File: config.mk
export PLATFORM = sky130hd
export DESIGN_NAME = prog_clk_divider_flat
export DESIGN_NICKNAME = d
export VERILOG_FILES = /design/src/rtl/clk_div_pkg.sv /design/src/rtl/prog_clk_divider_if.sv /design/src/rtl/clk_div_channel.sv /design/src/rtl/prog_clk_divider.sv /design/src/flat_wrapper.sv
export SDC_FILE = /design/constraint.sdc
export NUM_CORES = 1
export LEC_CHECK = 0
export ABC_AREA = 1
export BUFFER_PORTS_ARGS = -buffer_cell sky130_fd_sc_hd__buf_2
export CAP_MARGIN = 20
export CORE_MARGIN = 3
export CORE_UTILIZATION = 60
export DETAILED_ROUTE_END_ITERATION = 10
export GPL_ROUTABILITY_DRIVEN = 0
export HOLD_SLACK_MARGIN = 0.08
export PLACE_DENSITY = 0.76
export SLEW_MARGIN = 15
export SYNTH_ARGS = -nofsm -noshare
export SYNTH_HDL_FRONTEND = slang
export SYNTH_SLANG_ARGS = --single-unit
File: constraint.sdc
create_clock -name clk -period 5.3 [get_ports clk]
set_input_delay 0.53 -clock clk [delete_from_list [all_inputs] [get_ports clk]]
set_output_delay 0.53 -clock clk [all_outputs]
set_load 0.05 [all_outputs]
File: src/rtl/clk_div_pkg.sv
// Shared types and defaults for the programmable clock divider.
// Holds width/divisor defaults, the channel phase type and slice helper.
package clk_div_pkg;

    localparam int          WIDTH_DEF = 32;
    localparam int unsigned DIV_DEF   = 32'd50_000_000;

    typedef enum logic {
        PH_LOW  = 1'b0,
        PH_HIGH = 1'b1
    } phase_e;

    // LSB position of channel ch inside a packed per-channel bus
    function automatic int ch_lsb(input int ch, input int width);
        return ch * width;
    endfunction

endpackage

File: src/rtl/prog_clk_divider_if.sv
// Control/status bundle between a host and the clock divider.
// Host drives enables, divisors and pulses; divider returns clocks.
interface prog_clk_divider_if
    import clk_div_pkg::*;
#(
    parameter int NCH   = 2,
    parameter int WIDTH = WIDTH_DEF
);

    logic [NCH-1:0]       en;
    logic [NCH*WIDTH-1:0] div_in;
    logic                 div_load;
    logic                 sync;
    logic [NCH-1:0]       clk_out;
    logic [NCH-1:0]       tick;
    logic [NCH-1:0]       div_err;

    modport master (
        output en, div_in, div_load, sync,
        input  clk_out, tick, div_err
    );

    modport slave (
        input  en, div_in, div_load, sync,
        output clk_out, tick, div_err
    );

endinterface

File: src/rtl/clk_div_channel.sv
// One divider channel: counter, active/pending divisor, phase.
// Divisor changes take effect only at a falling boundary or when idle.
module clk_div_channel
    import clk_div_pkg::*;
#(
    parameter int               WIDTH       = WIDTH_DEF,
    parameter logic [WIDTH-1:0] DEFAULT_DIV = WIDTH'(DIV_DEF)
) (
    input  logic             clk,
    input  logic             rst_n,
    input  logic             en,
    input  logic [WIDTH-1:0] div_in,
    input  logic             div_load,
    input  logic             sync,
    output logic             clk_out,
    output logic             tick,
    output logic             div_err
);

    localparam logic [WIDTH-1:0] ONE = WIDTH'(1);

    phase_e           phase_q, phase_d;
    logic [WIDTH-1:0] cnt_q,   cnt_d;
    logic [WIDTH-1:0] act_q,   act_d;
    logic [WIDTH-1:0] pend_q,  pend_d;
    logic             pv_q,    pv_d;
    logic             tick_q,  tick_d;

    logic             stall;
    logic             last;
    logic             bound;
    logic             new_pv;
    logic [WIDTH-1:0] new_val;

    assign stall   = sync | ~en | (act_q == '0);
    assign last    = (cnt_q == (act_q - ONE));
    assign bound   = stall | (last & (phase_q == PH_HIGH));
    assign new_pv  = div_load | pv_q;
    assign new_val = div_load ? div_in : pend_q;

    // Next-state: divisor hand-over, counting and phase toggling
    always_comb begin
        phase_d = phase_q;
        cnt_d   = cnt_q;
        act_d   = act_q;
        pend_d  = pend_q;
        pv_d    = pv_q;
        tick_d  = 1'b0;
        if (div_load) begin
            pend_d = div_in;
            pv_d   = 1'b1;
        end
        if (bound && new_pv) begin
            act_d = new_val;
            pv_d  = 1'b0;
        end
        if (stall) begin
            cnt_d   = '0;
            phase_d = PH_LOW;
        end else if (last) begin
            cnt_d = '0;
            case (phase_q)
                PH_LOW: begin
                    phase_d = PH_HIGH;
                    tick_d  = 1'b1;
                end
                default: phase_d = PH_LOW;
            endcase
        end else begin
            cnt_d = cnt_q + ONE;
        end
    end

    // State register with synchronous active-low reset
    always_ff @(posedge clk) begin
        if (!rst_n) begin
            phase_q <= PH_LOW;
            cnt_q   <= '0;
            act_q   <= DEFAULT_DIV;
            pend_q  <= '0;
            pv_q    <= 1'b0;
            tick_q  <= 1'b0;
        end else begin
            phase_q <= phase_d;
            cnt_q   <= cnt_d;
            act_q   <= act_d;
            pend_q  <= pend_d;
            pv_q    <= pv_d;
            tick_q  <= tick_d;
        end
    end

    assign clk_out = (phase_q == PH_HIGH);
    assign tick    = tick_q;
    assign div_err = (act_q == '0);

endmodule

File: src/rtl/prog_clk_divider.sv
// Multi-channel programmable clock divider top level.
// Replicates one channel per output and broadcasts load/sync.
module prog_clk_divider
    import clk_div_pkg::*;
#(
    parameter int               NCH         = 2,
    parameter int               WIDTH       = WIDTH_DEF,
    parameter logic [WIDTH-1:0] DEFAULT_DIV = WIDTH'(DIV_DEF)
) (
    input logic               clk,
    input logic               rst_n,
    prog_clk_divider_if.slave bus
);

    for (genvar i = 0; i < NCH; i++) begin : g_ch
        clk_div_channel #(
            .WIDTH       (WIDTH),
            .DEFAULT_DIV (DEFAULT_DIV)
        ) u_ch (
            .clk      (clk),
            .rst_n    (rst_n),
            .en       (bus.en[i]),
            .div_in   (bus.div_in[ch_lsb(i, WIDTH) +: WIDTH]),
            .div_load (bus.div_load),
            .sync     (bus.sync),
            .clk_out  (bus.clk_out[i]),
            .tick     (bus.tick[i]),
            .div_err  (bus.div_err[i])
        );
    end

endmodule

File: src/flat_wrapper.sv
// flat-port wrapper written by rule: the top's interface ports become plain ports
module prog_clk_divider_flat import clk_div_pkg::*;
#(
    parameter int               NCH         = 2,
    parameter int               WIDTH       = WIDTH_DEF,
    parameter logic [WIDTH-1:0] DEFAULT_DIV = WIDTH'(DIV_DEF)
)
  (clk, rst_n, bus_en, bus_div_in, bus_div_load, bus_sync, bus_clk_out, bus_tick, bus_div_err);
  prog_clk_divider_if #(.NCH(NCH), .WIDTH(WIDTH)) bus_i ();
  input logic clk;
  input logic rst_n;
  input wire logic [$bits(bus_i.en)-1:0] bus_en;
  input wire logic [$bits(bus_i.div_in)-1:0] bus_div_in;
  input wire logic [$bits(bus_i.div_load)-1:0] bus_div_load;
  input wire logic [$bits(bus_i.sync)-1:0] bus_sync;
  output wire logic [$bits(bus_i.clk_out)-1:0] bus_clk_out;
  output wire logic [$bits(bus_i.tick)-1:0] bus_tick;
  output wire logic [$bits(bus_i.div_err)-1:0] bus_div_err;
  assign bus_i.en = bus_en;
  assign bus_i.div_in = bus_div_in;
  assign bus_i.div_load = bus_div_load;
  assign bus_i.sync = bus_sync;
  assign bus_clk_out = bus_i.clk_out;
  assign bus_tick = bus_i.tick;
  assign bus_div_err = bus_i.div_err;
  prog_clk_divider #(.NCH(NCH), .WIDTH(WIDTH), .DEFAULT_DIV(DEFAULT_DIV)) u_core (.clk(clk), .rst_n(rst_n), .bus(bus_i));
endmodule
# After elaboration in Yosys (flattened, before gate mapping)
# Cells that the tools add are included.
[word_totals]
inputBits = 70
romBits = 0
latchBits = 0
regBits = 198
elab_cells = 49
ram_bits = 0
mem_count = 0
output_inout_bits = 6
[op_classes]
muxes = 4
add_sub_neg = 4
bitwise_logic = 15
div_mod_pow = 0
shift = 0
multipliers = 0
reduce_logical = 12
order_cmp = 0
eq_ne = 2
[ops]
columns = ["operator", "n"]
rows = [
  ["adder 32 x 1 -> 32 bit (second input constant)", 2],
  ["equality test 32 bit", 2],
  ["logical NOT 32 bit", 2],
  ["two-way mux 32 bit", 2],
  ["subtractor 32 x 1 -> 32 bit (second input constant)", 2],
  ["OR reduction 3 bit", 4],
  ["OR 1 bit", 8],
  ["OR reduction 2 bit", 4],
  ["NOT 1 bit", 5],
  ["bitwise AND 1 bit", 2],
  ["logical AND 1 bit", 2],
  ["two-way mux 1 bit", 2],
]

# Logic depth before layout (Yosys ltp)
[depth]
word_depth = 6
mapped_depth = 20
ltp_nobuf = 19

# Cells and area by module
# A second synthesis with hierarchy kept.
[unflattened]
cells_unflattened = 1596
area_unflattened_um2 = 10867.9
[by_module_without_submodules]
columns = ["mod", "area_per_inst_um2", "cells_each", "instances"]
rows = [
  ["clk_div_channel at u_core.g_ch[0].u_ch", 5435.2, 799, 1],
  ["clk_div_channel at u_core.g_ch[1].u_ch", 5432.7, 797, 1],
]

# Worst setup path after synthesis
# No wires, ideal clock.
[synth_path]
path_kind = "register to register"
start = "register u_core.g_ch[0].u_ch.act_q[0]"
end = "register u_core.g_ch[0].u_ch.act_q[23]"
arrival_time_ns = 2.135
stages_incl_launch_ff = 19
n_path_buf = 1
path_slack_ns = 3.035
cell_sequence = "dfxtp_1 inv_1 ha_1 nand2_1 nor2_1 nand3_1 o21ai_1 nand2_1 nand2_1 nand2_1 nor2_1 nand2_1 nor2_1 nand4_1 nand2_4 nand2_4 buf_6 nand2_1 nand3_1"
[synth_via]
elab_chain_len = 5
elab_cells_between_ends = 7
cone_classes = "add/sub (1); eq/ne (1); bitwise (3); reduce/logical (2)"
[synth_lines]
columns = ["item", "line_no", "source"]
rows = [
  ["from (decl)", "clk_div_channel.sv:24", "logic [WIDTH-1:0] act_q, act_d;"],
  ["from (signal assigned)", "clk_div_channel.sv:86", "act_q <= act_d;"],
  ["subtractor 32 x 1 -> 32 bit", "clk_div_channel.sv:36", "assign last = (cnt_q == (act_q - ONE));"],
  ["equality test 32 bit", "clk_div_channel.sv:36", ""],
  ["bitwise AND 1 bit", "clk_div_channel.sv:37", "assign bound = stall | (last & (phase_q == PH_HIGH));"],
  ["OR 1 bit (*)", "clk_div_channel.sv:37", ""],
  ["logical AND 1 bit (*)", "clk_div_channel.sv:53", "if (bound && new_pv) begin"],
]
# Every way passes the cells marked *; elsewhere a longest branch is shown, timed or not.
# A chain may end at the register's enable or synchronous reset.

# Final worst setup path
[layout_path]
start = "register u_core.g_ch[1].u_ch.act_q[0]"
end = "register u_core.g_ch[1].u_ch.act_q[12]"
[layout_via]
elab_chain_len = 5
elab_cells_between_ends = 7
cone_classes = "add/sub (1); eq/ne (1); bitwise (3); reduce/logical (2)"
[layout_lines]
columns = ["item", "line_no"]
rows = [
  ["from (decl)", "clk_div_channel.sv:24"],
  ["from (signal assigned)", "clk_div_channel.sv:86"],
  ["subtractor 32 x 1 -> 32 bit", "clk_div_channel.sv:36"],
  ["equality test 32 bit", "clk_div_channel.sv:36"],
  ["bitwise AND 1 bit", "clk_div_channel.sv:37"],
  ["OR 1 bit (*)", "clk_div_channel.sv:37"],
  ["logical AND 1 bit (*)", "clk_div_channel.sv:53"],
]
# Marked as above.

==> results.md <==
- Num CTS Buffers: 17
- DR vias: 9891
- Root buf cell: clkbuf_16
- Critical path depth in cells: 13
- Clock Skew: 18.32 ps
- Period utilisation layout: 0.6044
- Worst hold margin: 352.6 ps
- Die area: 19820 um^2
- Crit path max-delay family: simple AND/OR/NAND/NOR gates
- Fraction of registers with async set/reset: 0
- Area Growth Syn to Fin: 9.078%
- H-tree Lvls: 4
- R2R depth: 13
- CTS Hold Bufs: 0
- Dpl cell area: 11230 um^2
- DR pass1 iterations: 5
- Worst Path Arrival: 3500 ps
- Worst endpoint required time: 5590 ps
- First-pass GRT wire length: 43.40 mm
- Fin util: 0.6782
- Diode count: 0
- Critical Path Sink Type: flop
- Synth area leader: dfxtp_1
- Grt ovf: 0
- Final setup vio count: 0
- Hold Fails Final Rpt: 0
- Status: finished clean
- Yosys reg bits: 198
- Crit path top cell by count: nand2_2
- Most common cell in the netlist: nor2_1
- Maximum vdd drop: 0.0002810 V
- Nets: 1639
- Fmax: 312.2 MHz
- Post-synth top cells: 305 x nor2_1, 300 x nand2_1, 198 x dfxtp_1
- Syn Inst Count: 1529
- CP Launch Type: flop
- Detail Route Antenna Nets: 0
- I/O Pins: 76
- DRT iter0 DRCs: 1048
- Die H: 140.8 um
- Share of post-route cells with drive strength above 1: 0.1052
- Max-cap violation count: 0
- Hold Path Class: primary input to flop
- Vias per inst: 5.486
- Design Area, Final: 11890 um^2
- Post-DP HPWL: 19.64 mm
- Share of the synthesized area in the top cell type: 0.3636
- Clock sinks: 198
- Top FF cell, synth: dfxtp_1
- Starting Density: 0.6217
- Power Density: 295.2 nW/um^2
- Relative slew margins: 0.2751
- Routed wire length: 26.37 mm
- Placed Cells: 1770
- Clk slew on worst S/H paths: 90 ps
- Yosys warnings: 0
- Antenna violations before repair: 0
- Max FO, Critical Path: 53
- Final Max Tran Viols: 0
- WP buf/inv: 2
- Port Buffer Count: 75
- Final std cells w/o fill: 1803
- Post-synth EDFFs: 0
- Largest stage delay, worst path: 530 ps
- Register area share after synthesis: 0.3636
- Gr usage total: 0.2655
- Row count: 48
- Worst skew pair latency: 440 ps
- RSZ-0062 raised after global routing: no
- DRC: 0
- Die Wd: 140.8 um
- Avg Inst Size Synth: 7.131 um^2
- Vias in the first global route: 8647
- Total negative slack: 0 ps
- Worst-path cell chain: inv_1, ha_1, nand2_2, nor2_4, inv_2, nor2_2, nand3b_1, nor4_1, nor2_1, nand2_4, nand2_2, nand2_1, nand3_1
- Post-CTS Repair Setup Buffers: 0
- Slowest-stage cell, CP: nor4_1
- Worst-Margin Slew: 1087 ps
- Syn_nets: 1603
- Leak pwr: 4.889 nW
- Core area: 17540 um^2
- Synth cell types: 44
- Synthesized cell area: 10900 um^2
- Largest cells by area after synthesis: dfxtp_1 36%, nor2_1 11%, nand2_1 10%, mux2i_1 5.9%, nand3_1 5.6%
- Fin crit period: 3203 ps
- Cts repair resizes: 0
- Routed len/inst: 14.63 um
- Kind of critical path: flop to flop
- CTS tree: built
- Max Buffers Root-to-Sink: 2
- Largest net degree at the start of global routing: 72
- Hold Crit Depth: 3
## cells in the final DEF, fill, tap and decap left out, types with 8 or more instances in the layout
master	instances
nor3b_1	15
mux2i_1	64
nor2_4	8
o21ai_0	11
or2_2	13
nand2_1	300
nor3_1	31
clkbuf_16	17
a21oi_1	60
inv_1	106
buf_2	74
nor2_1	305
nor2_2	12
xnor2_1	45
dfxtp_1	198
xor2_1	60
nand3_1	123
nand3b_1	30
nand4_1	30
## cell families (layout without fill, tap and decap cells)
family	after synthesis	count (layout)	synth area share
mux	64	64	0.05876
fa+ha+maj	4	4	0.004590
simple gates	898	898	0.3739
xor+xnor	107	107	0.08848
flops	198	198	0.3636
compound gates	86	86	0.04108
buf+inv	172	221	0.06966
## stage by stage
step,setup slack [ps],total power [mW]
global route,1815,3.659
detailed placement,2179,2.170
global placement,2271,2.157
CTS,2130,3.515
floorplan,3035,2.047
finish,2097,3.511
## worst min-delay path, delay by kind of cell
kind                   cells  cell delay [ps]
buffers and inverters      1               80
and+or+nand+nor            1               80
muxes                      1               70
## area by class of cell
| cell class | instances | area, um^2 |
|---|---|---|
| repair buffers | 78 | 420.4 |
| clock inverters | 14 | 201.4 |
| well taps | 225 | 281.5 |
| flip-flops and latches | 198 | 3964 |
| inverters | 111 | 416.7 |
| multi-input cells | 1159 | 6180 |
| fillers | 1542 | 5644 |
| clock buffers | 18 | 429.2 |
## layer usage
metal	part of all wire	up-vias	global-route usage
met2	0.39	395	0.3543
met3	0.089	33	0.05393
met4	0.011	0	0.05456
met5	0	-	0
met1	0.51	4447	0.4336
li1	-	5016	-
## flip-flops by register name (all words and copies together), names as in the netlist
| register | count |
|---|---|
| u_core.g_ch.u_ch.pv_q | 2 |
| u_core.g_ch.u_ch.act_q | 64 |
| u_core.g_ch.u_ch.clk_out | 2 |
| u_core.g_ch.u_ch.pend_q | 64 |
| u_core.g_ch.u_ch.tick | 2 |
| u_core.g_ch.u_ch.cnt_q | 64 |
## worst paths after layout
check | startpoint | endpoint | slack (ps)
setup reg to reg | u_core.g_ch[1].u_ch.act_q[0] | u_core.g_ch[1].u_ch.act_q[12] | 2100
hold reg to reg | u_core.g_ch[0].u_ch.act_q[0] | u_core.g_ch[0].u_ch.act_q[0] | 490
setup / recovery | u_core.g_ch[1].u_ch.act_q[0] | u_core.g_ch[1].u_ch.act_q[12] | 2100
hold / removal | bus_div_in[15] | u_core.g_ch[0].u_ch.pend_q[15] | 350
## where the power goes
part | internal (mW) | switching, mW | total (mW)
combinational | 0.197 | 0.306 | 0.504
sequential | 1.56 | 0.0842 | 1.65
clock | 0.692 | 0.669 | 1.36
total | 2.45 | 1.06 | 3.51
No activity file was read; power rests on OpenSTA's default activity.
